==> src/rtl/uart_tx_fifo.sv <==
// Transmit FIFO feeding the UART one word per frame over a ready/done handshake.
// Optional sticky drop flag: define UART_TX_FIFO_OVERFLOW_FLAG_EN.
module uart_tx_fifo #(
    parameter int DATA_BITS = 8,
    parameter int DEPTH     = 16,
    parameter int ADDR_BITS = $clog2(DEPTH)
) (
    input  logic                 sysclk,
    input  logic                 rst_in,
    input  logic [DATA_BITS-1:0] wr_data_in,
    input  logic                 wr_en_in,
    output logic                 full_out,
    output logic                 empty_out,
    output logic [ADDR_BITS:0]   count_out,
    output logic                 overflow_out,
    output logic [DATA_BITS-1:0] tx_data_out,
    output logic                 data_rdy_out,
    input  logic                 tx_busy_in,
    input  logic                 tx_done_in
);

    typedef enum logic [1:0] {
        IDLE      = 2'd0,
        ISSUE     = 2'd1,
        WAIT_DONE = 2'd2
    } state_e;

    localparam logic [ADDR_BITS:0]   CNT_FULL = (ADDR_BITS + 1)'(DEPTH);
    localparam logic [ADDR_BITS-1:0] PTR_ONE  = ADDR_BITS'(1);
    localparam logic [ADDR_BITS:0]   CNT_ONE  = (ADDR_BITS + 1)'(1);

    logic [DATA_BITS-1:0] mem_q [DEPTH];
    logic [ADDR_BITS-1:0] wr_ptr_q, wr_ptr_d;
    logic [ADDR_BITS-1:0] rd_ptr_q, rd_ptr_d;
    logic [ADDR_BITS:0]   count_q, count_d;
    logic [DATA_BITS-1:0] tx_data_q, tx_data_d;
    state_e               state_q, state_d;

    logic full, empty, wr_acc, pop, data_rdy;

    assign full   = (count_q == CNT_FULL);
    assign empty  = (count_q == '0);
    // The full test uses the pre-edge count, so a same-cycle pop never frees room.
    assign wr_acc = wr_en_in && !full;
    assign pop    = (state_q == IDLE) && !empty && !tx_busy_in;

    always_ff @(posedge sysclk or posedge rst_in) begin
        if (rst_in) begin
            state_q <= IDLE;
        end else begin
            state_q <= state_d;
        end
    end

    always_comb begin
        state_d = state_q;
        unique case (state_q)
            IDLE:      if (pop) state_d = ISSUE;
            ISSUE:     state_d = WAIT_DONE;
            WAIT_DONE: if (tx_done_in) state_d = IDLE;
            default:   state_d = IDLE;
        endcase
    end

    always_comb begin
        data_rdy = (state_q == ISSUE);
    end

    always_comb begin
        wr_ptr_d  = wr_ptr_q;
        rd_ptr_d  = rd_ptr_q;
        count_d   = count_q;
        tx_data_d = tx_data_q;
        if (wr_acc) wr_ptr_d = wr_ptr_q + PTR_ONE;
        if (pop) begin
            rd_ptr_d  = rd_ptr_q + PTR_ONE;
            tx_data_d = mem_q[rd_ptr_q];
        end
        unique case ({wr_acc, pop})
            2'b10:   count_d = count_q + CNT_ONE;
            2'b01:   count_d = count_q - CNT_ONE;
            default: count_d = count_q;
        endcase
    end

    always_ff @(posedge sysclk or posedge rst_in) begin
        if (rst_in) begin
            wr_ptr_q  <= '0;
            rd_ptr_q  <= '0;
            count_q   <= '0;
            tx_data_q <= '0;
        end else begin
            wr_ptr_q  <= wr_ptr_d;
            rd_ptr_q  <= rd_ptr_d;
            count_q   <= count_d;
            tx_data_q <= tx_data_d;
        end
    end

    // Storage is not reset; the pointers alone define which entries are live.
    always_ff @(posedge sysclk) begin
        if (wr_acc) mem_q[wr_ptr_q] <= wr_data_in;
    end

`ifdef UART_TX_FIFO_OVERFLOW_FLAG_EN
    logic overflow_q;

    always_ff @(posedge sysclk or posedge rst_in) begin
        if (rst_in) begin
            overflow_q <= 1'b0;
        end else if (wr_en_in && full) begin
            overflow_q <= 1'b1;
        end
    end

    assign overflow_out = overflow_q;
`else
    assign overflow_out = 1'b0;
`endif

    assign full_out     = full;
    assign empty_out    = empty;
    assign count_out    = count_q;
    assign tx_data_out  = tx_data_q;
    assign data_rdy_out = data_rdy;

endmodule

==> config.mk <==
export PLATFORM = sky130hd
export DESIGN_NAME = uart_tx_fifo
export DESIGN_NICKNAME = d
export VERILOG_FILES = /design/src/rtl/uart_tx_fifo.sv
export SDC_FILE = /design/constraint.sdc
export NUM_CORES = 1
export LEC_CHECK = 0
export ABC_AREA = 1
export ABC_CLOCK_PERIOD_IN_PS = 7400
export BUFFER_PORTS_ARGS = -buffer_cell sky130_fd_sc_hd__buf_2
export CAP_MARGIN = 20
export CORE_UTILIZATION = 35
export DETAILED_ROUTE_END_ITERATION = 12
export SYNTH_ARGS = -nofsm -noshare
export SYNTH_HDL_FRONTEND = slang
export SYNTH_SLANG_ARGS = --single-unit
==> constraint.sdc <==
create_clock -name sysclk -period 7.4 [get_ports sysclk]
set_input_delay 0 -clock sysclk [delete_from_list [all_inputs] [get_ports sysclk]]
set_output_delay 0 -clock sysclk [all_outputs]
set_load 0.03 [all_outputs]
==> results of run 1 <==
stage by stage:
| stage | setup slack [ns] | instance area (um^2) | cells | hold WS, ns |
|---|---|---|---|---|
| 2_1_floorplan | 4.88 | 6760 | 678 | 0.00192 |
| 3_3_place_gp | 4.59 | 7210 | 955 | 0.198 |
| 3_5_place_dp | 4.60 | 7210 | 955 | 0.191 |
| 4_1_cts | 4.56 | 7800 | 992 | 0.000896 |
| 5_1_grt | 4.23 | 7800 | 992 | 0.00174 |
| 6_report | 4.60 | 7800 | 992 | 0.00397 |
worst max-delay path, cell delays in order (launching register included):
cell                      delay, ns
sky130_fd_sc_hd__dfrtp_1       0.44
sky130_fd_sc_hd__nor4_2        0.33
sky130_fd_sc_hd__nand2_1       0.10
sky130_fd_sc_hd__nand2_1       0.56
sky130_fd_sc_hd__ha_1          0.40
sky130_fd_sc_hd__ha_1          0.30
sky130_fd_sc_hd__nand2_1       0.10
sky130_fd_sc_hd__nand2_1       0.06
sky130_fd_sc_hd__a21oi_1       0.15
sky130_fd_sc_hd__xor2_1        0.16
sky130_fd_sc_hd__nand2_1       0.06
sky130_fd_sc_hd__o21ai_0       0.07
cell families after synthesis:
family,synth area share
compound gates,0.00685
flops,0.654
xor+xnor,0.00907
other cells,0.000555
simple gates,0.219
fa+ha+maj,0.0196
buf+inv,0.0911
area by class of cell:
type,instances,share of cell area
Tap cell,260,0.0417
Multi-Input combinational cell,378,0.222
Timing Repair Buffer,52,0.0427
Clock buffer,22,0.0608
Inverter,119,0.0573
Clock inverter,10,0.00850
Sequential cell,151,0.567
power by group through the flow:
stage	combinational (mW)	clock, mW	sequential [mW]
after floorplan	0.663	0	1.18
after global placement	1.00	0	1.13
after detailed placement	1.01	0	1.13
after CTS	1.02	0.799	1.12
after global routing	1.13	0.837	1.13
final	1.00	0.786	1.12
synth_stat cells (all sizes together) (2+ instances only):
cell,n
o21ai,4
nand3,99
xor2,3
ha,9
nor3,17
buf,28
inv,118
clkbuf,2
xnor2,4
dfrtp,23
edfxtp,128
nand2,233
nor2,2
a21oi,2
how the worst min path moves through the flow:
| stage | startpoint | to | cells past startpoint |
|---|---|---|---|
| after floorplan | rst_in | count_out[0] | 1 |
| after global placement | tx_done_in | state_q[1] | 2 |
| after detailed placement | tx_done_in | state_q[1] | 2 |
| after CTS | wr_data_in[5] | mem_q[4][5] | 1 |
| after global routing | wr_data_in[5] | mem_q[4][5] | 1 |
| final | wr_data_in[5] | mem_q[15][5] | 1 |
registers in the layout (all words and copies together) (netlist names):
name and count:
count_out 5, mem_q 128, rd_ptr_q 4, state_q 2
tx_data_out 8, wr_ptr_q 4
cells in the final DEF, fill, tap and decap left out, drive strengths merged:
master       count
buf             47
xnor2            4
a21oi            2
clkinv           4
nand2          233
o22a             1
nor4             1
ha               9
nor2             2
fa               1
conb             1
inv            124
nand3           99
dlygate4sd3      5
xor2             3
clkbuf          22
o21ai            4
clkinvlp         1
dfrtp           23
edfxtp         128
o21bai           1
nor3            17
what timing repair did:
item,4_1_cts,5_1_grt
setup buffers,0,0
hold buffers,5,0
hold endpoints to repair,58,0
routing by layer:
metal	routed length [um]	track usage
met1	6380	0.207
met2	6980	0.256
met3	824	0.0340
met4	274	0.0635
met5	0	0
==> results.env, run 1 <==
RUN_STATUS='finished clean'
DISTINCT_CELLS_SYNTH=24
POWER_mW=2.90
DRT-PASS1-ITER-COUNT=4
AREA_USED_BY_MULTI_INPUT_COMBINATIONAL_LOGIC_UM2=1730
DIE_AREA_UM2=19900
COMBINATIONALPOWERSHARE=0.345
WORSTPATHREQUIRED_NS=7.73
WORST_SETUP_PATH_STARTPOINT='count_out[1]'
ROUTABILITYCONGESTION=0.794
CTS.SINK_COUNT=151
POWER_DENSITY_nW_PER_UM2=372
SLEW-LIMIT-HEADROOM=0.422
SETUP_VIOL=0
PEAKVDDDROP_mV=0.195
SEQ_AREA_UM2=4420
PLACEMENT.IO_BUFFERS=28
RR_WORST_DEPTH=11
CTS_HTREE_LEVELS=4
CTS_MADE_BUFFERS=17
CELLINTERNALPOWER_mW=1.80
FILL_CELLS=1787
SYNTH_AREA_LEADERS='sky130_fd_sc_hd__edfxtp_1 (57%), sky130_fd_sc_hd__nand2_1 (13%), sky130_fd_sc_hd__dfrtp_1 (8.5%)'
DIEWIDTH_UM=141
NUM_ROWS=50
PWR-SHARE-SEQ=0.384
CLOCK_LATENCY_NS=0.42
POSTROUTEANTENNANETS=0
POST-ROUTE-DRC-COUNT=0
SYNTH_ENABLE_FLOP_CELLS=128
SHARE_CLK_OF_TOTAL_POWER=0.271
SYNTH.YOSYS.SEQ_AREA_SHARE=0.654
END_KIND='flip-flop'
DRTITER0DRC=271
CP_MAX_FO=23
CORE_AREA_UM2=18800
ACHIEVABLE-FREQUENCY_MHz=357
CTS.REPORTEDPATHS.CLKPINSLEW_NS=0.06
POST-SYNTH-TOP-AREA-CELL='sky130_fd_sc_hd__edfxtp_1'
FINAL_CORE_UTILIZATION=0.414
INITIAL_UTILIZATION=0.359
SYNTH_SEQ_CELLS=151
WORST_EP_ARRIVAL_NS=3.14
CTS_TREE='yes'
CRITICAL_PATH.REG2REG.STARTPOINT='count_out[1]'
SYNTHESIS.AREA_UM2=6760
PLACE_HPWL_MM=8.85
ANTENNA_CELLS=0
FRACTION_OF_LAYOUT_CELLS_WITH_A_SIZE_SUFFIX_ABOVE_1=0.113
GRT_USAGE=0.158
STARTPOINT_TYPE='flip-flop'
CRIT_PATH_TO='count_out[4]'
POWER.SWITCHING_mW=1.11
CTS_BUFFER_DEPTH=2
SWITCHING_SHARE_OF_POWER=0.381
GRT_ANTENNA_BEFORE_REPAIR=0
GRT_PASS1_WL_MM=23.0
SYNTH.NET_COUNT=701
RR_ENDPOINT='count_out[4]'
MAXSLEWVIOLCOUNT=0
CRITPATHKIND='flip-flop to flip-flop'
R2R_SETUP_SLACK_NS=4.60
MAX_CAP_VIOLATIONS=0
POST_SYNTH_INST_COUNT=678
DRT_WL_TOTAL_MM=14.5
CLOCK-ROOT-BUFFER='sky130_fd_sc_hd__clkbuf_16'
SYNTH_TOP_AREA_SHARE=0.569
IO_PINS=30
YOSYS_MOST_USED_DFF='sky130_fd_sc_hd__edfxtp_1'
POST_CTS.RESIZED_INSTANCES=0
POSTSYNTH.ASYNCRESETSHARE=0.152
FIN_CRIT_SH=0.379
ROUTE.VIAS.TOTAL=4447
PIN_COUNT_OF_THE_BIGGEST_NET_ENTERING_GLOBAL_ROUTING=68
GLOBALROUTEOVERFLOWTOTAL=0
FINAL_NET_COUNT=742
FINALCLOCKSKEW_NS=0.0107
POST-ROUTE-MIN-PERIOD_NS=2.80
DIE_Y_UM=141
POST_SYNTHESIS_AVERAGE_CELL_AREA_UM2=9.97
FINAL_HOLD_VIOL_COUNT=0
LEAKAGEPOWER_nW=3.48
GRT_SETUP_UNREPAIRED='no'
MAX_SLEW.WORST_PIN.SLEW_NS=0.865
FINAL_SETUP_TNS_NS=0
DETAIL_ROUTE.VIAS_PER_CELL=4.48
SYNTHTOLAYOUTAREAGROWTH_PCT=15.4
TOTAL_OF_WARNINGS_RAISED_BY_YOSYS=0
FIRST_GLOBAL_VIAS=4199
ROUTED_WIRE_LENGTH_PER_INSTANCE_UM=14.6
WORSTHOLDPATHTYPE='input pin to flip-flop'
Power figures use the tool's default switching activity.
==> run 2: changes to the inputs <==
- ABC_CLOCK_PERIOD_IN_PS: 7400 -> 2710
- clock period: 7.4 -> 2.71 ns (I/O delays scaled with it)
==> results.env, run 2 (same netlist as run 1, synthesis figures left out) <==
RUN_STATUS='finished clean'
MET3ROUTEDLENGTH_UM=707  # -14%
MAX_SLEW.WORST_PIN.SLEW_NS=0.993  # +0.127 ns
CTS_HTREE_LEVELS=4  # unchanged
PLACE_HPWL_MM=9.25  # +4.4%
SYNTHTOLAYOUTAREAGROWTH_PCT=17.3
DIE_Y_UM=141  # unchanged
WORST_PATH_MAX_DELAY_CELL='sky130_fd_sc_hd__dfrtp_1'
CLOCK_LATENCY_NS=0.42  # about the same
CTS_TREE='yes'
SLEW-LIMIT-HEADROOM=0.333  # -0.0892
PWR-SHARE-SEQ=0.358  # -0.026
TOP_LAYER_USED='met4'
MOSTFREQUENTLAYOUTCELL='sky130_fd_sc_hd__nand2_1'
WORSTPATHREQUIRED_NS=3.05  # -4.68 ns
DETAIL_ROUTE.WIRELENGTH.MET1_MM=6.44  # +0.94%
POWER_DENSITY_nW_PER_UM2=1070  # +190%
GRT_SETUP_UNREPAIRED='no'
COMBINATIONALPOWERSHARE=0.331  # -0.014
DRTITER0DRC=279  # +3.0%
POSTROUTEANTENNANETS=0  # unchanged
CP_MAX_FO=5  # -78%
CRITICAL_PATH.MOST_COMMON_CELL='sky130_fd_sc_hd__nand2_1'
DRT_WL_TOTAL_MM=14.6  # +1.3%
FILL_CELLS=1799  # +0.67%
LARGEST_REGISTER_FF_COUNT=128  # unchanged
GLOBALROUTEOVERFLOWTOTAL=0  # unchanged
PIN_COUNT_OF_THE_BIGGEST_NET_ENTERING_GLOBAL_ROUTING=68  # unchanged
DP.CELLS=955  # unchanged
POST-ROUTE-DRC-COUNT=0  # unchanged
ANTENNA_CELLS=0  # unchanged
DIEWIDTH_UM=141  # unchanged
LEAKAGEPOWER_nW=3.54  # +1.8%
PLACEMENT.IO_BUFFERS=28  # unchanged
CORE_AREA_UM2=18800  # unchanged
MOSTFREQUENTLAYOUTCELLS='sky130_fd_sc_hd__nand2_1 (232), sky130_fd_sc_hd__edfxtp_1 (128), sky130_fd_sc_hd__inv_1 (117), sky130_fd_sc_hd__nand3_1 (99), sky130_fd_sc_hd__buf_2 (33)'
PEAKVDDDROP_mV=0.474  # +140%
END_KIND='flip-flop'
ROUTE.VIAS.TOTAL=4444  # -0.067%
FINAL_HOLD_VIOL_COUNT=0  # unchanged
FIN_CRIT_SH=0.880  # +0.501
INITIAL_UTILIZATION=0.359  # unchanged
TIMING.CRITICAL_PATH.CELLS='nor4_2 > nand2_1 > nand2_2 > inv_1 > ha_1 > fa_1 > nand2_1 > nand2_1 > a21oi_1 > xor2_1 > nand2_1 > o21ai_0'
POWER.SWITCHING_mW=3.05  # +180%
MAX_CAP_VIOLATIONS=0  # unchanged
FINAL_NET_COUNT=747  # +0.67%
CLOCK-ROOT-BUFFER='sky130_fd_sc_hd__clkbuf_16'
CTS.SINK_COUNT=151  # unchanged
CELLINTERNALPOWER_mW=5.41  # +200%
FINAL_SETUP_TNS_NS=0  # unchanged
GRT_ANTENNA_BEFORE_REPAIR=0  # unchanged
MAXSLEWVIOLCOUNT=0  # unchanged
CTS.REPORTEDPATHS.CLKPINSLEW_NS=0.06  # about the same
IO_PINS=30  # unchanged
WORSTHOLDPATHTYPE='input pin to flip-flop'
STARTPOINT_TYPE='flip-flop'
POST-ROUTE-MIN-PERIOD_NS=2.38  # -0.417 ns
ROUTED_WIRE_LENGTH_PER_INSTANCE_UM=14.7  # +0.91%
SETUP_VIOL=0  # unchanged
FINALCLOCKSKEW_NS=0.0102  # -0.000471 ns
CRIT_PATH_MAX_INCR_DELAY_NS=0.44  # -0.12 ns
GRT_PASS1_WL_MM=23.2  # +0.99%
DETAIL_ROUTE.VIAS_PER_CELL=4.46  # -0.47%
LARGEST-REGISTER='mem_q'
DIE_AREA_UM2=19900  # unchanged
CRITPATHKIND='flip-flop to flip-flop'
WORST_EP_ARRIVAL_NS=2.72  # -0.42 ns
CTS_BUFFER_DEPTH=2  # unchanged
NUM_ROWS=50  # unchanged
ROUTED_WL_MET2_MM=7.10  # +1.7%
GRT_USAGE=0.159  # +0.000695
FIRST_GLOBAL_VIAS=4257  # +1.4%
SWITCHING_SHARE_OF_POWER=0.360  # -0.0210
ACHIEVABLE-FREQUENCY_MHz=419  # +17%
CTS_MADE_BUFFERS=17  # unchanged
LAYOUTNONFILLERINSTCOUNT=996  # +0.40%
DRT-PASS1-ITER-COUNT=5  # +1
FRACTION_OF_LAYOUT_CELLS_WITH_A_SIZE_SUFFIX_ABOVE_1=0.117  # +0.00346
ROUTABILITYCONGESTION=0.748  # -5.8%
SHARE_CLK_OF_TOTAL_POWER=0.311  # +0.040
run 2: cell count changes in the layout (fill, tap and decap cells not counted), moves of 3 or more:
cell / change
sky130_fd_sc_hd__inv_4: -5
sky130_fd_sc_hd__buf_2: +5
sky130_fd_sc_hd__bufinv_16: +6
sky130_fd_sc_hd__clkbuf_8: -3
run 2: worst max-delay path, delay by kind of cell (launching register included):
kind	cells	cell delay [ns]
AO/OA/AOI/OAI	2	0.22
XOR/XNOR	1	0.16
adder cells (fa/ha/maj)	2	0.67
buffers and inverters	1	0.05
AND/OR/NAND/NOR	6	0.76
flip-flops	1	0.44
run 2: final cells by class:
class                           count  area, um^2  share of cell area
Clock buffer                       19         433              0.0546
Clock inverter                     12         225              0.0284
Inverter                          119         447              0.0564
Multi-Input combinational cell    378        1720               0.217
Timing Repair Buffer               57         353              0.0445
Sequential cell                   151        4420               0.558
Tap cell                          260         325              0.0410
run 2: per-layer routing:
| layer | GRT usage | vias up |
|---|---|---|
| li1 | - | 2261 |
| met1 | 0.210 | 2053 |
| met2 | 0.251 | 104 |
| met3 | 0.0326 | 26 |
| met4 | 0.0727 | 0 |
| met5 | 0 | - |
run 2: power groups by stage:
stage          clock network [mW]  registers (mW)  logic, mW
6_report                     2.63            3.03       2.80
3_5_place_dp                    0            3.08       2.81
4_1_cts                      2.66            3.04       2.83
5_1_grt                      2.75            3.07       3.12
2_1_floorplan                   0            3.23       1.81
3_3_place_gp                    0            3.07       2.78
run 2: path summary, 6_finish.rpt:
check	start	to	slack [ns]	cells after the start
worst min register to register	tx_data_out[7]	tx_data_out[7]	0.48	2
worst max register to register	count_out[1]	count_out[4]	0.33	12
min in group asynchronous	rst_in	tx_data_out[5]	0.30	3
worst max-delay path	count_out[1]	count_out[4]	0.33	12
worst min-delay path	wr_data_in[6]	mem_q[9][6]	0.003	1
max in group asynchronous	rst_in	rd_ptr_q[0]	1.81	3
run 2: timing repair:
item / CTS / global route
hold buffers: 3 / 0
setup buffers: 0 / 0
resized for setup: 0 / 0
endpoints found under the hold margin: 39 / 0
run 2: stage by stage:
stage          cell area (um^2)  hold slack (ns)  setup slack, ns  total power [mW]   util
6_report                   7930          0.00322            0.326              8.46  0.421
4_1_cts                    7890          0.00314            0.322              8.53  0.419
3_5_place_dp               7200            0.191            0.338              5.89  0.382
2_1_floorplan              6760          0.00192            0.189              5.04      -
3_3_place_gp               7200            0.197            0.378              5.86  0.382
5_1_grt                    7930          0.00668            0.124              8.94  0.421
==> run 3: changes to the inputs <==
- ABC_AREA: 1 -> unset
==> results.env, run 3 <==
MAX_CAP_VIOLATIONS=0  # unchanged
DETAIL_ROUTE.VIAS_PER_CELL=5.04  # +13%
GRT_SETUP_UNREPAIRED='no'
DIEWIDTH_UM=134  # -5.2%
POST_SYNTHESIS_AVERAGE_CELL_AREA_UM2=19.4  # +94%
PLACE_HPWL_MM=7.37  # -20%
FIRST_GLOBAL_VIAS=3082  # -28%
CORE_AREA_UM2=16800  # -11%
LARGEST-REGISTER='mem_q'
CTS.SINK_COUNT=151  # unchanged
WORSTHOLDPATHTYPE='input pin to async pin'
PLACEMENT.IO_BUFFERS=28  # unchanged
DRTITER0DRC=171  # -39%
RR_WORST_DEPTH=8  # -4
POSTSYNTH.ASYNCRESETSHARE=0.152  # unchanged
DIE_Y_UM=134  # -5.2%
CRITICAL_PATH.REG2REG.STARTPOINT='count_out[1]'
WORST_SETUP_PATH_STARTPOINT='count_out[1]'
IO_PINS=30  # unchanged
ROUTED_WIRE_LENGTH_PER_INSTANCE_UM=19.4  # +32%
FINAL_HOLD_VIOL_COUNT=0  # unchanged
GLOBALROUTEOVERFLOWTOTAL=0  # unchanged
DRT_WL_TOTAL_MM=11.7  # -20%
ROUTE.VIAS.TOTAL=3039  # -32%
NUM_ROWS=47  # -6.0%
CTS_BUFFER_DEPTH=2  # unchanged
YOSYS_MOST_USED_DFF='sky130_fd_sc_hd__edfxtp_1'
GRT_USAGE=0.143  # -0.0157
SYNTHTOLAYOUTAREAGROWTH_PCT=20.8
POST-ROUTE-DRC-COUNT=0  # unchanged
LEAKAGEPOWER_nW=2.56  # -28%
SYNTH.NET_COUNT=336  # -52%
CP_MAX_FO=6  # +1
DISTINCT_CELLS_SYNTH=35  # +46%
SYNTH_SEQ_CELLS=151  # unchanged
CTS_MADE_BUFFERS=17  # unchanged
POWER_DENSITY_nW_PER_UM2=1110  # +4.1%
FRACTION_OF_LAYOUT_CELLS_WITH_A_SIZE_SUFFIX_ABOVE_1=0.287  # +0.170
INITIAL_UTILIZATION=0.362  # +0.00282
POST-SYNTH-TOP-AREA-CELL='sky130_fd_sc_hd__edfxtp_1'
CRITPATHKIND='flip-flop to flip-flop'
WORSTPATHREQUIRED_NS=3.05  # about the same
FINAL_SETUP_TNS_NS=0  # unchanged
GRT_ANTENNA_BEFORE_REPAIR=0  # unchanged
SYNTHESIS.AREA_UM2=6060  # -10%
TOTAL_OF_WARNINGS_RAISED_BY_YOSYS=0  # unchanged
POST_SYNTH_INST_COUNT=313  # -54%
FINALCLOCKSKEW_NS=0.0111  # +0.000856 ns
CTS_HTREE_LEVELS=4  # unchanged
PLACEMENT.CELL_AREA_UM2=6510  # -9.5%
MOSTFREQUENTLAYOUTCELLS='sky130_fd_sc_hd__edfxtp_1 (128), sky130_fd_sc_hd__buf_2 (28), sky130_fd_sc_hd__dfrtp_1 (22), sky130_fd_sc_hd__mux4_2 (20), sky130_fd_sc_hd__clkbuf_16 (17)'
ANTENNA_CELLS=0  # unchanged
POSTROUTEANTENNANETS=0  # unchanged
PIN_COUNT_OF_THE_BIGGEST_NET_ENTERING_GLOBAL_ROUTING=34  # -50%
WORST_EP_ARRIVAL_NS=2.90  # +0.18 ns
SYNTH_AREA_LEADERS='sky130_fd_sc_hd__edfxtp_1 (63%), sky130_fd_sc_hd__dfrtp_1 (9.5%), sky130_fd_sc_hd__mux4_2 (7.4%)'
MAXSLEWVIOLCOUNT=0  # unchanged
CLOCK-ROOT-BUFFER='sky130_fd_sc_hd__clkbuf_16'
MOSTFREQUENTLAYOUTCELL='sky130_fd_sc_hd__edfxtp_1'
CRIT_PATH_TO='count_out[4]'
LARGEST_REGISTER_FF_COUNT=128  # unchanged
YOSYS.CELL_COUNT.TOP_TYPE='sky130_fd_sc_hd__edfxtp_1'
END_KIND='flip-flop'
MAX_SLEW.WORST_PIN.SLEW_NS=0.928  # -0.0649 ns
FIN_CRIT_SH=0.944  # +0.0645
RR_ENDPOINT='count_out[4]'
SETUP_VIOL=0  # unchanged
SYNTH_TOP_AREA_SHARE=0.634  # +0.0653
POST-ROUTE-MIN-PERIOD_NS=2.56  # +0.175 ns
POSTLAYOUTCELLAREA_UM2=7320  # -7.6%
SYNTH.YOSYS.SEQ_AREA_SHARE=0.729  # +0.0751
ACHIEVABLE-FREQUENCY_MHz=391  # -6.8%
DRT-PASS1-ITER-COUNT=5  # unchanged
GRT_PASS1_WL_MM=18.0  # -22%
CLOCK_LATENCY_NS=0.43  # about the same
DIE_AREA_UM2=17800  # -10%
FINAL_NET_COUNT=393  # -47%
STARTPOINT_TYPE='flip-flop'
CTS_TREE='yes'
ROUTABILITYCONGESTION=0.777  # +3.9%
SYNTH_COMMON_CELLS='sky130_fd_sc_hd__edfxtp_1 (128), sky130_fd_sc_hd__dfrtp_1 (23), sky130_fd_sc_hd__mux4_2 (20)'
PEAKVDDDROP_mV=0.496  # +4.6%
R2R_SETUP_SLACK_NS=0.15  # -0.17 ns
CTS.REPORTEDPATHS.CLKPINSLEW_NS=0.06  # about the same
SYNTH_ENABLE_FLOP_CELLS=128  # unchanged
SLEW-LIMIT-HEADROOM=0.379  # +0.0460
RUN_STATUS='finished clean'
[run 3: cell count changes after synthesis, moves of 10 or more]
cell / before / now
sky130_fd_sc_hd__nor2_1: 2 / 15
sky130_fd_sc_hd__inv_1: 117 / 5
sky130_fd_sc_hd__mux2_2: 0 / 10
sky130_fd_sc_hd__nor3_1: 17 / 5
sky130_fd_sc_hd__mux4_1: 0 / 12
sky130_fd_sc_hd__mux4_2: 0 / 20
sky130_fd_sc_hd__o22ai_1: 0 / 16
sky130_fd_sc_hd__nand3_1: 99 / 0
sky130_fd_sc_hd__nand2_1: 232 / 9
[run 3: through the flow]
step | instances | util | total power, mW | hold slack (ns) | setup WS (ns)
detailed placement | 559 | 0.388 | 5.57 | 0.284 | 0.106
finish | 603 | 0.437 | 8.13 | 0.0980 | 0.151
CTS | 602 | 0.435 | 8.21 | 0.0897 | 0.0816
global route | 603 | 0.437 | 8.50 | 0.129 | 0.0324
global placement | 559 | 0.388 | 5.50 | 0.234 | 0.221
floorplan | 313 | - | 4.91 | 0.00192 | 0.0419
[run 3: critical path, cell delays in order, from the launching register on]
cell                       delay (ns)
sky130_fd_sc_hd__dfrtp_1         0.46
sky130_fd_sc_hd__nor4_4          0.39
sky130_fd_sc_hd__a21boi_1        0.15
sky130_fd_sc_hd__ha_1            0.29
sky130_fd_sc_hd__fa_1            0.44
sky130_fd_sc_hd__a21o_1          0.17
sky130_fd_sc_hd__a21oi_1         0.19
sky130_fd_sc_hd__mux2i_1         0.25
sky130_fd_sc_hd__xnor2_1         0.14
[run 3: worst min path at each step]
| stage | depth (start not counted) | slack (ns) | from | endpoint |
|---|---|---|---|---|
| 2_1_floorplan | 1 | 0.002 | rst_in | count_out[0] |
| 3_3_place_gp | 2 | 0.23 | rst_in | state_q[0] |
| 4_1_cts | 4 | 0.09 | wr_en_in | wr_ptr_q[0] |
| 3_5_place_dp | 2 | 0.28 | rst_in | state_q[0] |
| 5_1_grt | 3 | 0.13 | rst_in | state_q[1] |
| 6_report | 3 | 0.1 | rst_in | state_q[1] |
[run 3: kinds of logic (layout without fill, tap and decap cells)]
logic type               after synthesis  count (layout)  synth area share
flip-flops                           151             151             0.729
other                                  1               1          0.000619
multiplexers                          43              43             0.147
AO/OA/AOI/OAI                         35              35            0.0361
adder cells (fa/ha/maj)               10              10            0.0219
AND/OR/NAND/NOR                       41              41            0.0318
buffers and inverters                 22              92            0.0194
XOR/XNOR                              10              10            0.0145
[run 3: final cells by class]
| cell class | instances | area [um^2] |
|---|---|---|
| Multi-Input combinational cell | 140 | 1540 |
| Clock buffer | 22 | 474 |
| Tap cell | 220 | 275 |
| Timing Repair Buffer | 55 | 403 |
| Sequential cell | 151 | 4420 |
| Inverter | 5 | 18.8 |
| Fill cell | 1432 | 9440 |
| Clock inverter | 10 | 191 |
[run 3: per-layer routing]
metal / part of all wire / global-route usage / routed length [um]
met5: 0 / 0 / 0
met4: 0.020 / 0.0663 / 231
met3: 0.029 / 0.0392 / 342
met2: 0.51 / 0.231 / 5910
met1: 0.44 / 0.179 / 5180
[run 3: where the power goes]
group | switching [mW] | total [mW] | internal (mW)
clock network | 0.903 | 2.62 | 1.71
registers | 0.326 | 3.23 | 2.90
logic | 1.23 | 2.29 | 1.06
[run 3: timing repair]
item	in CTS	in global routing
setup endpoints to repair	0	1
hold endpoints to repair	153	0
setup buffers	0	0
resized for setup	0	1
hold buffers	11	0
